===== src/rtl/fetch_pkg.sv =====
// Shared fetch types and constants: FSM state encoding, reset vector, word alignment.
package fetch_pkg;

  typedef enum logic [2:0] {
    IDLE = 3'd0,
    REQ  = 3'd1,
    WAIT = 3'd2,
    HOLD = 3'd3,
    EXC  = 3'd4
  } fetch_state_e;

  localparam logic [31:0]  RESET_VECTOR    = 32'hBFC00000;
  localparam int unsigned  WORD_ALIGN_BITS = 2;

endpackage


===== src/rtl/instr_fetch_unit_if.sv =====
// Fetch-side bundle: Avalon-MM style instruction read bus plus the decode valid/ready port.
interface instr_fetch_unit_if #(
  parameter int unsigned ADDR_W = 32,
  parameter int unsigned DATA_W = 32
);
  logic              mem_read;
  logic [ADDR_W-1:0] mem_addr;
  logic              mem_waitrequest;
  logic [DATA_W-1:0] mem_readdata;
  logic              mem_readdatavalid;

  logic              instr_valid;
  logic [DATA_W-1:0] instr_data;
  logic [ADDR_W-1:0] instr_pc;
  logic              instr_ready;

  modport master (
    output mem_read, mem_addr,
    input  mem_waitrequest, mem_readdata, mem_readdatavalid,
    output instr_valid, instr_data, instr_pc,
    input  instr_ready
  );

  modport slave (
    input  mem_read, mem_addr,
    output mem_waitrequest, mem_readdata, mem_readdatavalid,
    input  instr_valid, instr_data, instr_pc,
    output instr_ready
  );
endinterface


===== src/rtl/instr_out_reg.sv =====
// Holding register for the instruction presented to decode; load wins over clear.
module instr_out_reg #(
  parameter int unsigned ADDR_W = 32,
  parameter int unsigned DATA_W = 32
) (
  input  logic              clk,
  input  logic              reset,
  input  logic              load_i,
  input  logic              clr_i,
  input  logic [DATA_W-1:0] data_i,
  input  logic [ADDR_W-1:0] pc_i,
  output logic              valid_o,
  output logic [DATA_W-1:0] data_o,
  output logic [ADDR_W-1:0] pc_o
);

  logic              valid_q;
  logic [DATA_W-1:0] data_q;
  logic [ADDR_W-1:0] pc_q;

  always_ff @(posedge clk or negedge reset) begin
    if (!reset) begin
      valid_q <= 1'b0;
      data_q  <= '0;
      pc_q    <= '0;
    end else if (load_i) begin
      valid_q <= 1'b1;
      data_q  <= data_i;
      pc_q    <= pc_i;
    end else if (clr_i) begin
      valid_q <= 1'b0;
    end
  end

  assign valid_o = valid_q;
  assign data_o  = data_q;
  assign pc_o    = pc_q;

endmodule


===== src/rtl/instr_fetch_unit.sv =====
// Single-outstanding instruction fetch: PC -> bus word read -> decode handshake, with flush discard.
// Optional misaligned-fetch exception enabled by defining FETCH_ALIGN_CHECK_EN.
module instr_fetch_unit
  import fetch_pkg::*;
#(
  parameter int unsigned ADDR_W = 32,
  parameter int unsigned DATA_W = 32
) (
  input  logic              clk,
  input  logic              reset,
  input  logic [ADDR_W-1:0] pc_addr,
  input  logic              flush,
  output logic              pc_en,
`ifdef FETCH_ALIGN_CHECK_EN
  output logic              fetch_exc,
`endif
  instr_fetch_unit_if.master bus
);

  localparam logic [ADDR_W-1:0] ALIGN_MASK =
    ~((ADDR_W'(1) << WORD_ALIGN_BITS) - ADDR_W'(1));

  fetch_state_e      state_q, state_d;
  logic [ADDR_W-1:0] addr_q, addr_d;
  logic              discard_q, discard_d;
  logic              mem_read_q;

  logic              out_load, out_clr;
  logic [DATA_W-1:0] out_data;
  logic [ADDR_W-1:0] out_pc;
  logic              out_valid;
  logic [DATA_W-1:0] out_instr;
  logic [ADDR_W-1:0] out_instr_pc;

`ifdef FETCH_ALIGN_CHECK_EN
  logic              exc_q, exc_d;
`endif

  always_ff @(posedge clk or negedge reset) begin
    if (!reset) begin
      state_q    <= IDLE;
      addr_q     <= '0;
      discard_q  <= 1'b0;
      mem_read_q <= 1'b0;
`ifdef FETCH_ALIGN_CHECK_EN
      exc_q      <= 1'b0;
`endif
    end else begin
      state_q    <= state_d;
      addr_q     <= addr_d;
      discard_q  <= discard_d;
      mem_read_q <= (state_d == REQ);
`ifdef FETCH_ALIGN_CHECK_EN
      exc_q      <= exc_d;
`endif
    end
  end

  always_comb begin
    state_d   = state_q;
    addr_d    = addr_q;
    discard_d = discard_q;
    out_load  = 1'b0;
    out_clr   = 1'b0;
    out_data  = '0;
    out_pc    = addr_q;
`ifdef FETCH_ALIGN_CHECK_EN
    exc_d     = exc_q;
`endif
    case (state_q)
      IDLE: begin
        addr_d  = pc_addr & ALIGN_MASK;
        state_d = REQ;
`ifdef FETCH_ALIGN_CHECK_EN
        if (pc_addr[WORD_ALIGN_BITS-1:0] != '0) begin
          state_d  = EXC;
          out_load = 1'b1;
          out_pc   = pc_addr;
          exc_d    = 1'b1;
        end
`endif
      end
      // Request cannot be withdrawn once raised; a flush here only marks the reply for discard.
      REQ: begin
        if (flush) discard_d = 1'b1;
        if (!bus.mem_waitrequest) state_d = WAIT;
      end
      WAIT: begin
        if (bus.mem_readdatavalid) begin
          if (discard_q || flush) begin
            discard_d = 1'b0;
            state_d   = IDLE;
          end else begin
            out_load = 1'b1;
            out_data = bus.mem_readdata;
            state_d  = HOLD;
          end
        end else if (flush) begin
          discard_d = 1'b1;
        end
      end
      HOLD: begin
        if (flush || bus.instr_ready) begin
          out_clr = 1'b1;
          state_d = IDLE;
        end
      end
`ifdef FETCH_ALIGN_CHECK_EN
      EXC: begin
        if (flush || bus.instr_ready) begin
          out_clr = 1'b1;
          exc_d   = 1'b0;
          state_d = IDLE;
        end
      end
`endif
      default: state_d = IDLE;
    endcase
  end

  instr_out_reg #(
    .ADDR_W(ADDR_W),
    .DATA_W(DATA_W)
  ) u_out_reg (
    .clk    (clk),
    .reset  (reset),
    .load_i (out_load),
    .clr_i  (out_clr),
    .data_i (out_data),
    .pc_i   (out_pc),
    .valid_o(out_valid),
    .data_o (out_instr),
    .pc_o   (out_instr_pc)
  );

  assign pc_en            = (state_q == HOLD) & bus.instr_ready & ~flush;
  assign bus.mem_read     = mem_read_q;
  assign bus.mem_addr     = addr_q;
  assign bus.instr_valid  = out_valid;
  assign bus.instr_data   = out_instr;
  assign bus.instr_pc     = out_instr_pc;
`ifdef FETCH_ALIGN_CHECK_EN
  assign fetch_exc        = exc_q;
`endif

endmodule


===== src/flat_wrapper.sv =====
// flat-port wrapper written by rule: the top's interface ports become plain ports
module instr_fetch_unit_flat import fetch_pkg::*;
#(
  parameter int unsigned ADDR_W = 32,
  parameter int unsigned DATA_W = 32
)
  (clk, reset, pc_addr, flush, pc_en, bus_mem_read, bus_mem_addr, bus_mem_waitrequest, bus_mem_readdata, bus_mem_readdatavalid, bus_instr_valid, bus_instr_data, bus_instr_pc, bus_instr_ready);
  instr_fetch_unit_if #(.ADDR_W(ADDR_W), .DATA_W(DATA_W)) bus_i ();
  input  logic clk;
  input  logic reset;
  input  logic [ADDR_W-1:0] pc_addr;
  input  logic flush;
  output logic pc_en;
  output wire logic [$bits(bus_i.mem_read)-1:0] bus_mem_read;
  output wire logic [$bits(bus_i.mem_addr)-1:0] bus_mem_addr;
  input wire logic [$bits(bus_i.mem_waitrequest)-1:0] bus_mem_waitrequest;
  input wire logic [$bits(bus_i.mem_readdata)-1:0] bus_mem_readdata;
  input wire logic [$bits(bus_i.mem_readdatavalid)-1:0] bus_mem_readdatavalid;
  output wire logic [$bits(bus_i.instr_valid)-1:0] bus_instr_valid;
  output wire logic [$bits(bus_i.instr_data)-1:0] bus_instr_data;
  output wire logic [$bits(bus_i.instr_pc)-1:0] bus_instr_pc;
  input wire logic [$bits(bus_i.instr_ready)-1:0] bus_instr_ready;
  assign bus_mem_read = bus_i.mem_read;
  assign bus_mem_addr = bus_i.mem_addr;
  assign bus_i.mem_waitrequest = bus_mem_waitrequest;
  assign bus_i.mem_readdata = bus_mem_readdata;
  assign bus_i.mem_readdatavalid = bus_mem_readdatavalid;
  assign bus_instr_valid = bus_i.instr_valid;
  assign bus_instr_data = bus_i.instr_data;
  assign bus_instr_pc = bus_i.instr_pc;
  assign bus_i.instr_ready = bus_instr_ready;
  instr_fetch_unit #(.ADDR_W(ADDR_W), .DATA_W(DATA_W)) u_core (.clk(clk), .reset(reset), .pc_addr(pc_addr), .flush(flush), .pc_en(pc_en), .bus(bus_i));
endmodule

===== config.mk =====
export PLATFORM = sky130hd
export DESIGN_NAME = instr_fetch_unit_flat
export DESIGN_NICKNAME = d
export VERILOG_FILES = /design/src/rtl/fetch_pkg.sv /design/src/rtl/instr_fetch_unit_if.sv /design/src/rtl/instr_out_reg.sv /design/src/rtl/instr_fetch_unit.sv /design/src/flat_wrapper.sv
export SDC_FILE = /design/constraint.sdc
export NUM_CORES = 1
export LEC_CHECK = 0
export BUFFER_PORTS_ARGS = -buffer_cell sky130_fd_sc_hd__buf_2
export CAP_MARGIN = 5
export CORE_ASPECT_RATIO = 0.6
export CORE_UTILIZATION = 47
export DETAILED_ROUTE_END_ITERATION = 12
export PLACE_DENSITY = 0.76
export REMOVE_ABC_BUFFERS = 1
export SLEW_MARGIN = 20
export SYNTH_ARGS = -nofsm -noshare
export SYNTH_HDL_FRONTEND = slang
export SYNTH_SLANG_ARGS = --single-unit

===== constraint.sdc =====
create_clock -name clk -period 1.8 [get_ports clk]
set_input_delay 0.27 -clock clk [delete_from_list [all_inputs] [get_ports clk]]
set_output_delay 0.27 -clock clk [all_outputs]
set_load 0.02 [all_outputs]

==> results of run 1 <==
[state kept, by name, summed over array words and instances (netlist names)]
name	flops
u_core.bus.mem_addr	30
u_core.u_out_reg.data_o	32
u_core.bus.mem_read	1
u_core.state_q	3
u_core.u_out_reg.pc_o	30
u_core.discard_q	1
u_core.u_out_reg.valid_o	1
[worst register-to-register path: stages, from the launching register on]
cell	delay (ns)
dfrtp_1	0.46
nor2_1	0.17
nand4_1	0.25
buf_12	0.28
mux2_4	0.38
[worst min-delay path by stage]
| stage | start | end | slack (ns) | cells after the start |
|---|---|---|---|---|
| 6_report | pc_addr[31] | u_core.bus.mem_addr[31] | 0.15 | 2 |
| 5_1_grt | bus_mem_readdata[18] | u_core.u_out_reg.data_o[18] | 0.15 | 2 |
| 4_1_cts | pc_addr[31] | u_core.bus.mem_addr[31] | 0.13 | 2 |
| 3_5_place_dp | reset | u_core.u_out_reg.pc_o[11] | 0.24 | 1 |
| 3_3_place_gp | reset | u_core.u_out_reg.pc_o[11] | 0.23 | 1 |
| 2_1_floorplan | reset | u_core.bus.mem_addr[10] | -0.03 | 0 |
[per-stage QoR]
step	hold slack [ns]	setup WS, ns	utilization	setup TNS, ns	power [W]
final	0.150	0.135	0.646	0	0.00542
after floorplan	-0.0256	-2.58	-	-204.90	0.00325
after detailed placement	0.239	0.185	0.610	0	0.00371
after global routing	0.147	0.0607	0.646	0	0.00567
after CTS	0.134	0.122	0.645	0	0.00549
after global placement	0.235	0.228	0.610	0	0.00367
[cell type report]
type                    instances  area share
clock inverters                 5     0.00583
inverters                       2     0.00146
clock buffers                  11      0.0471
flip-flops and latches         98       0.476
well taps                     108      0.0262
multi-input cells             116       0.264
repair buffers                170       0.180
[cell usage after synthesis (all sizes together)]
cell | number | area [um2]
o21ai | 1 | 5.00
nand2 | 1 | 3.75
a22oi | 1 | 7.51
a22o | 1 | 8.76
nand2b | 1 | 6.26
o311ai | 1 | 8.76
nor3b | 1 | 7.51
mux2i | 1 | 10.0
buf | 15 | 126
nor2b | 1 | 6.26
conb | 1 | 3.75
nor3 | 2 | 10.0
nand3b | 1 | 7.51
dfrtp | 98 | 2450
o211ai | 2 | 15.0
nand4 | 1 | 6.26
nor2 | 4 | 15.0
inv | 2 | 7.51
mux2 | 92 | 1210
[where the power goes]
part           total [W]  leakage [nW]  internal [W]  switching [W]
combinational    0.00105          1.53      0.000471       0.000574
clock            0.00176         0.131      0.000967       0.000794
sequential       0.00261          1.29       0.00245       0.000160
total            0.00542          2.94       0.00389        0.00153
[kinds of logic after synthesis]
family	count (synthesis)
DFF	98
muxes	93
buffers and inverters	17
and+or+nand+nor	12
AOI/OAI and AO/OA	6
other	1
[cell usage in the layout (no fill, tap or decap)]
cell type,synthesis,layout
o311ai_0,1,1
nand2_1,1,1
buf_2,2,160
clkbuf_1,0,1
mux2_4,47,47
nand4_1,1,1
nor2b_1,1,1
nor3_2,0,1
mux2i_1,1,1
dlygate4sd3_1,0,1
clkinvlp_4,0,2
clkbuf_8,0,1
o21ai_0,1,1
nand3b_1,1,1
clkinv_2,0,3
inv_1,2,2
buf_12,0,4
clkbuf_16,0,9
nor3_1,2,1
buf_4,8,5
a22oi_1,1,1
conb_1,1,5
o211ai_1,2,2
nor3b_2,0,1
mux2_2,43,43
a22o_1,1,1
nand2b_1,1,1
mux2_1,2,2
dfrtp_1,98,98
nor2_1,4,4
[layer usage]
metal  up-vias  share of wire
li1       1126              -
met1      1193           0.45
met2       108           0.45
met3        12          0.079
met4         0          0.017
met5         -              0
[what timing repair did]
action                                  4_1_cts  5_1_grt
endpoints found under the setup margin        0        1
endpoints found under the hold margin        30        0
resized for setup                             0        2
hold buffers                                  1        0
==> impl_metrics.py, run 1 <==
metrics = {
    "synthesis": {
        "synth-xor-area-share": 0,
        "synth_seq_cells": 98,
        "synth_top_family_by_area": "multiplexers",
        "synth_area_um2": 3920,
        "yosys-mux-area-fraction": 0.312,
        "syn_avg_cell_area_um2": 17.3,
        "synthSimpleGateAreaFrac": 0.0160,
        "syn-instance-count": 227,
        "synth-compound-area-share": 0.0115,
        "synth_warnings": 0,
        "ys_seq_area_frac": 0.626,
        "yosys.area_share.adder": 0,
        "ys_types": 23,
    },
    "floorplan": {
        "start_util": 0.491,
        "dieArea_um2": 8720,
        "io_pins": 169,
        "die_y_um": 72.7,
        "die_w_um": 120,
        "rows": 25,
        "core_area_um2": 7980,
    },
    "timing": {
        "min_period_ns": 1.67,
        "setup_viol": 0,
        "hold_viol": 0,
        "period_share": 0.925,
        "fmax_mhz": 601,
        "fin_worst_skew_ns": 0.00462,
        "rsz0062_at_grt": "no",
        "report.final.slew_viol_count": 0,
    },
    "drt": {
        "routedWlPerCell_um": 15.6,
        "viasPerCell": 4.78,
        "dr_total_vias": 2439,
        "drt-total-wl_um": 7960,
        "drc_errors": 0,
        "ant_nets": 0,
        "detail_route.iter0.violations": 72,
        "first_pass_iters": 4,
    },
    "setup_path": {
        "rrSetupSlack_ns": 0.16,
        "startpoint_type": "flip-flop",
        "cp_num_buf_inv": 1,
        "crit_family": "flip-flops",
        "endpoint": "pc_en",
        "end_kind": "primary output",
        "worstPathRequired_ns": 1.53,
        "crit_slowest_cell": "dfrtp_1",
        "cp_max_fo": 7,
        "worstPathArrival_ns": 1.40,
        "r2r_end": "u_core.u_out_reg.pc_o[13]",
        "path_depth": 3,
        "slowest_delay_ns": 0.46,
        "crit_chain": "nand3b_1 -> nor3b_2 -> buf_4",
        "r2r-start": "u_core.state_q[2]",
        "r2r_cells": 4,
        "worstSetupPathType": "flip-flop to primary output",
        "startpoint": "u_core.state_q[2]",
    },
    "global_routing": {
        "met2_usage": 0.292,
        "grt_start_max_net_pins": 39,
        "grt-busiest-layer": "met2",
        "grt_use_total": 0.193,
        "grt_pass1_wl_um": 12900,
        "overflow": 0,
        "use_met3": 0.0727,
        "antenna_found_initial": 0,
        "grt_pass1_vias": 2553,
        "grt.met1_usage": 0.254,
    },
    "layout": {
        "n_fill_cell": 620,
        "diodes": 0,
        "seqCellArea_um2": 2450,
        "multi_input_area_um2": 1360,
        "final_cells": 510,
        "area_growth_pct": 31.5,
        "drive_above_1_share": 0.687,
        "final_cell_area_um2": 5150,
        "nNetsFinal": 467,
    },
    "clocking": {
        "numCtsBuffers": 9,
        "cts_buffer_depth": 2,
        "clk_pin_slew_ns": 0.06,
        "cts_tree": "built",
        "insertion_delay_ns": 0.34,
        "htreeDepth": 3,
        "clkSinkCount": 98,
        "clock-root-buffer": "clkbuf_16",
        "cts_setup_buffers": 0,
    },
    "worst_hold_path": {
        "hp-class": "input port to flip-flop",
    },
    "power_and_ir_drop": {
        "cellPowerDensity_nw_per_um2": 1050,
        "p_leak_nw": 2.94,
        "ir_drop_v": 0.000703,
    },
    "run_status": {
        "status": "completed",
    },
    "run": {
        "maxCapViolCount": 0,
    },
    "place": {
        "io_buffers": 162,
        "dp_hpwl_um": 5670,
        "placed_area_um2": 4860,
        "gp_congestion": 0.788,
        "dpl.cell_count": 493,
    },
}
Note: power is estimated with default switching activity, not from simulation.
==> inputs of run 2 (changes only) <==
- CORE_ASPECT_RATIO: 0.6 -> 1.4
==> run 2 against run 1 <==
- clock power is 20% higher
- wire length is 0.51% higher
- clock skew is 0.0041 ns higher
- maximum frequency hardly changed
- first-iteration DRC count is 2.8% lower
- final cell count is 1.4% lower
- critical path type unchanged
- largest cell class unchanged
- highest routed layer unchanged
==> impl_metrics.py, run 2 (synthesis gave the netlist of run 1 again) <==
metrics = {
    "timing": {
        "rsz0062_at_grt": "no",
        "period_share": 0.926,
        "hold_viol": 0,
        "report.final.slew_viol_count": 0,
        "hold_slack_ns": 0.145,
        "setup_viol": 0,
        "min_period_ns": 1.67,
        "fin_worst_skew_ns": 0.00876,
        "fmax_mhz": 600,
    },
    "setup_path": {
        "cp_max_fo": 7,
        "startpoint_type": "flip-flop",
        "worstSetupPathType": "flip-flop to primary output",
        "r2r_cells": 4,
        "end_kind": "primary output",
        "r2r_end": "u_core.u_out_reg.data_o[22]",
        "worstPathArrival_ns": 1.40,
        "slowest_delay_ns": 0.45,
        "startpoint": "u_core.state_q[2]",
        "crit_chain": "nand3b_1 -> nor3b_1 -> buf_2",
        "crit_family": "flip-flops",
        "worstPathRequired_ns": 1.53,
        "rrSetupSlack_ns": 0.17,
        "crit_slowest_cell": "dfrtp_1",
        "r2r-start": "u_core.state_q[2]",
        "cp_num_buf_inv": 1,
    },
    "place": {
        "io_buffers": 162,
        "dp_hpwl_um": 5700,
        "dpl.cell_count": 486,
        "gp_congestion": 0.708,
    },
    "drt": {
        "ant_nets": 0,
        "dr_total_vias": 2496,
        "viasPerCell": 4.96,
        "met2_length_um": 4350,
        "drt-total-wl_um": 8000,
        "detail_route.iter0.violations": 70,
        "routed-wl-met3_um": 407,
        "drc_errors": 0,
        "top_layer_used": "met4",
        "wl_met1_um": 3040,
        "first_pass_iters": 4,
        "routedWlPerCell_um": 15.9,
    },
    "global_routing": {
        "overflow": 0,
        "grt_start_max_net_pins": 50,
        "grt_pass1_vias": 2532,
        "grt_pass1_wl_um": 12100,
        "grt_use_total": 0.186,
        "antenna_found_initial": 0,
    },
    "worst_hold_path": {
        "holdPathEnd": "u_core.bus.mem_addr[29]",
        "hold_depth": 2,
        "hp-class": "input port to flip-flop",
        "hp-start": "pc_addr[29]",
    },
    "clocking": {
        "numCtsBuffers": 9,
        "clkSinkCount": 98,
        "cts_buffer_depth": 2,
        "clk_pin_slew_ns": 0.07,
        "clock-root-buffer": "clkbuf_16",
        "cts_tree": "built",
        "htreeDepth": 3,
        "cts_setup_buffers": 0,
        "cts_resized": 0,
        "insertion_delay_ns": 0.34,
        "cts_hold_buffers": 1,
    },
    "floorplan": {
        "io_pins": 169,
        "start_util": 0.484,
        "rows": 39,
        "die_w_um": 79.2,
        "die_y_um": 110,
        "dieArea_um2": 8720,
        "core_area_um2": 8100,
    },
    "layout": {
        "final_cells": 503,
        "mostFrequentLayoutCells": "161 x buf_2, 98 x dfrtp_1, 47 x mux2_4, 43 x mux2_2, 9 x clkbuf_16",
        "diodes": 0,
        "mostFrequentLayoutCell": "buf_2",
        "area_growth_pct": 32.3,
        "drive_above_1_share": 0.686,
        "nNetsFinal": 466,
        "largest_reg_flops": 32,
    },
    "power_and_ir_drop": {
        "net-switching-power_w": 0.00152,
        "p_comb_frac": 0.180,
        "switching_share": 0.264,
        "clkPwrFrac": 0.366,
        "seqPwrFrac": 0.453,
        "p_leak_nw": 2.96,
        "ir_drop_v": 0.000819,
        "cellPowerDensity_nw_per_um2": 1110,
        "internal_power_w": 0.00424,
    },
    "run": {
        "maxCapViolCount": 0,
    },
    "run_status": {
        "status": "completed",
    },
}
## run 2: metal layers
metal / vias up / track usage
met2: 87 / 0.324
met3: 14 / 0.0444
met5: - / 0
met1: 1262 / 0.208
met4: 0 / 0.105
li1: 1133 / -
## run 2: stage by stage
| step | cell area [um2] | TNS [ns] | total power (W) | util | setup slack (ns) |
|---|---|---|---|---|---|
| floorplan | 3810 | -204.90 | 0.00325 | - | -2.58 |
| global placement | 4840 | 0 | 0.00366 | 0.597 | 0.241 |
| detailed placement | 4840 | 0 | 0.00370 | 0.597 | 0.199 |
| CTS | 5190 | 0 | 0.00584 | 0.640 | 0.117 |
| global route | 5190 | 0 | 0.00600 | 0.640 | 0.0683 |
| finish | 5190 | 0 | 0.00576 | 0.640 | 0.133 |
## run 2: worst max-delay path by stage
stage / end / slack [ns] / depth (start not counted)
2_1_floorplan: u_core.u_out_reg.data_o[10] / -2.58 / 3
3_3_place_gp: u_core.u_out_reg.data_o[29] / 0.24 / 4
3_5_place_dp: u_core.u_out_reg.data_o[22] / 0.20 / 4
4_1_cts: pc_en / 0.12 / 3
5_1_grt: pc_en / 0.07 / 3
6_report: pc_en / 0.13 / 3
## run 2: layout make-up
type	count	area (um2)
inverters	2	7.51
clock buffers	12	267
flip-flops and latches	98	2450
well taps	102	128
clock inverters	4	72.6
fillers	643	2910
repair buffers	169	906
multi-input cells	116	1350
## run 2: power by group through the flow
| stage | Sequential, W | Combinational, W | Clock, W |
|---|---|---|---|
| 2_1_floorplan | 0.00293 | 0.000318 | 0 |
| 3_3_place_gp | 0.00263 | 0.00103 | 0 |
| 3_5_place_dp | 0.00265 | 0.00105 | 0 |
| 4_1_cts | 0.00261 | 0.00106 | 0.00217 |
| 5_1_grt | 0.00265 | 0.00111 | 0.00224 |
| 6_report | 0.00261 | 0.00104 | 0.00211 |
## run 2: worst register-to-register path, cell delays in order, from the launching register on
cell     delay (ns)
dfrtp_1        0.45
nor2_1         0.17
nand4_1        0.26
buf_12         0.29
mux2_4         0.35
==> inputs of run 3 (changes only) <==
==> constraint.sdc (replaced) <==
create_clock -name clk -period 1.8 [get_ports clk]
set_input_delay 0.27 -clock clk [delete_from_list [all_inputs] [get_ports clk]]
set_output_delay 0.27 -clock clk [all_outputs]
set_load 0.05 [all_outputs]
==> run 3 against run 2 <==
- sequential power is essentially flat
- count of clock-buffer cells in the layout unchanged
- setup slack lost 0.11 ns
- register-to-register slack hardly changed
- sequential share of layout area is essentially flat
- maximum frequency decreased by 6.1%
- first-iteration DRC count down 24%
- clock power about the same
- combinational power grew 55%
- wire length hardly changed
==> impl_metrics.py, run 3 (synthesis gave the netlist of run 1 again) <==
metrics = {
    "layout": {
        "drive_above_1_share": 0.686,
        "area_growth_pct": 32.4,
        "n_fill_cell": 644,
        "nNetsFinal": 466,
        "largest_reg_flops": 32,
        "diodes": 0,
        "mostFrequentLayoutCells": "160 x buf_2, 98 x dfrtp_1, 47 x mux2_4, 43 x mux2_2, 9 x clkbuf_16",
        "mostFrequentLayoutCell": "buf_2",
    },
    "drt": {
        "detail_route.iter0.violations": 53,
        "drc_errors": 0,
        "ant_nets": 0,
        "first_pass_iters": 4,
        "dr_total_vias": 2492,
        "routedWlPerCell_um": 15.9,
        "viasPerCell": 4.95,
        "drt-total-wl_um": 8010,
    },
    "floorplan": {
        "start_util": 0.484,
        "rows": 39,
        "die_y_um": 110,
        "dieArea_um2": 8720,
        "die_w_um": 79.2,
        "core_area_um2": 8100,
        "io_pins": 169,
    },
    "setup_path": {
        "crit_chain": "nand3b_1 -> nor3b_1 -> buf_4",
        "r2r_cells": 4,
        "startpoint_type": "flip-flop",
        "crit_slowest_cell": "dfrtp_1",
        "slowest_delay_ns": 0.45,
        "worstPathRequired_ns": 1.53,
        "worstSetupPathType": "flip-flop to primary output",
        "end_kind": "primary output",
        "worstPathArrival_ns": 1.51,
        "rrSetupSlack_ns": 0.17,
        "cp_max_fo": 7,
    },
    "timing": {
        "period_share": 0.987,
        "hold_slack_ns": 0.148,
        "fin_worst_skew_ns": 0.00897,
        "setup_viol": 0,
        "hold_viol": 0,
        "fmax_mhz": 563,
        "report.final.slew_viol_count": 0,
        "min_period_ns": 1.78,
        "setup_tns_ns": 0,
    },
    "global_routing": {
        "antenna_found_initial": 0,
        "grt_use_total": 0.186,
        "overflow": 0,
        "grt_start_max_net_pins": 50,
        "grt_pass1_vias": 2532,
        "grt_pass1_wl_um": 12100,
    },
    "power_and_ir_drop": {
        "clkPwrFrac": 0.334,
        "p_comb_frac": 0.254,
        "ir_drop_v": 0.000888,
        "seqPwrFrac": 0.413,
        "net-switching-power_w": 0.00209,
        "cellPowerDensity_nw_per_um2": 1220,
        "switching_share": 0.329,
        "internal_power_w": 0.00424,
        "p_leak_nw": 2.96,
    },
    "clocking": {
        "cts_buffer_depth": 2,
        "cts_tree": "built",
        "clk_pin_slew_ns": 0.07,
        "clock-root-buffer": "clkbuf_16",
        "insertion_delay_ns": 0.34,
        "htreeDepth": 3,
        "numCtsBuffers": 9,
        "clkSinkCount": 98,
    },
    "place": {
        "io_buffers": 162,
        "gp_congestion": 0.708,
        "dp_hpwl_um": 5700,
    },
    "worst_hold_path": {
        "hold_depth": 2,
        "hp-class": "input port to flip-flop",
    },
    "run_status": {
        "status": "completed",
    },
    "run": {
        "maxCapViolCount": 0,
    },
}
run 3: cell counts in the layout (fill, tap and decap cells not counted):
Identical to the previous run, type by type.
run 3: timing repair:
action / in CTS / in global routing
gates resized for setup: 0 / 2
endpoints found under the setup margin: 0 / 1
endpoints found under the hold margin: 34 / 0
setup buffers: 0 / 0
hold buffers: 1 / 0
run 3: power by group through the flow:
stage	sequential, W	combinational (W)	clock (W)
global placement	0.00263	0.00160	0
finish	0.00261	0.00161	0.00211
detailed placement	0.00265	0.00162	0
global route	0.00265	0.00167	0.00224
CTS	0.00261	0.00162	0.00217
floorplan	0.00347	0.000331	0
run 3: area by class of cell:
cell class | count | area [um2] | share of cell area
multi-input combinational | 116 | 1350 | 0.261
clock inverter | 4 | 72.6 | 0.0140
inverter | 2 | 7.51 | 0.00145
tap | 102 | 128 | 0.0246
clock buffer | 12 | 267 | 0.0514
timing repair buffer | 169 | 908 | 0.175
sequential | 98 | 2450 | 0.473
run 3: worst paths after layout:
path,from,to
hold reg to reg,u_core.u_out_reg.data_o[1],u_core.u_out_reg.data_o[1]
setup / recovery,u_core.state_q[2],pc_en
setup reg to reg,u_core.state_q[2],u_core.u_out_reg.data_o[22]
hold / removal,pc_addr[29],u_core.bus.mem_addr[29]
max in group asynchronous,reset,u_core.bus.mem_addr[13]
min in group asynchronous,reset,u_core.u_out_reg.data_o[26]
run 3: metal layers:
| metal | part of all wire | vias to the layer above | track usage |
|---|---|---|---|
| met2 | 0.54 | 86 | 0.324 |
| met3 | 0.050 | 14 | 0.0444 |
| met1 | 0.38 | 1259 | 0.208 |
| li1 | - | 1133 | - |
| met4 | 0.026 | 0 | 0.105 |
| met5 | 0 | - | 0 |
run 3: through the flow:
| step | cell area [um2] | util | std cells | total power, W | setup WS, ns |
|---|---|---|---|---|---|
| global placement | 4840 | 0.597 | 486 | 0.00423 | 0.241 |
| floorplan | 3810 | - | 216 | 0.00380 | -2.58 |
| global route | 5190 | 0.641 | 503 | 0.00656 | -0.0307 |
| finish | 5190 | 0.641 | 503 | 0.00633 | 0.0241 |
| CTS | 5190 | 0.640 | 503 | 0.00640 | 0.0184 |
| detailed placement | 4840 | 0.597 | 486 | 0.00427 | 0.199 |
run 3: critical path, delay by kind of cell, from the launching register on:
kind	cells	cell delay [ns]
buffers and inverters	1	0.24
and+or+nand+nor	2	0.48
DFF	1	0.45
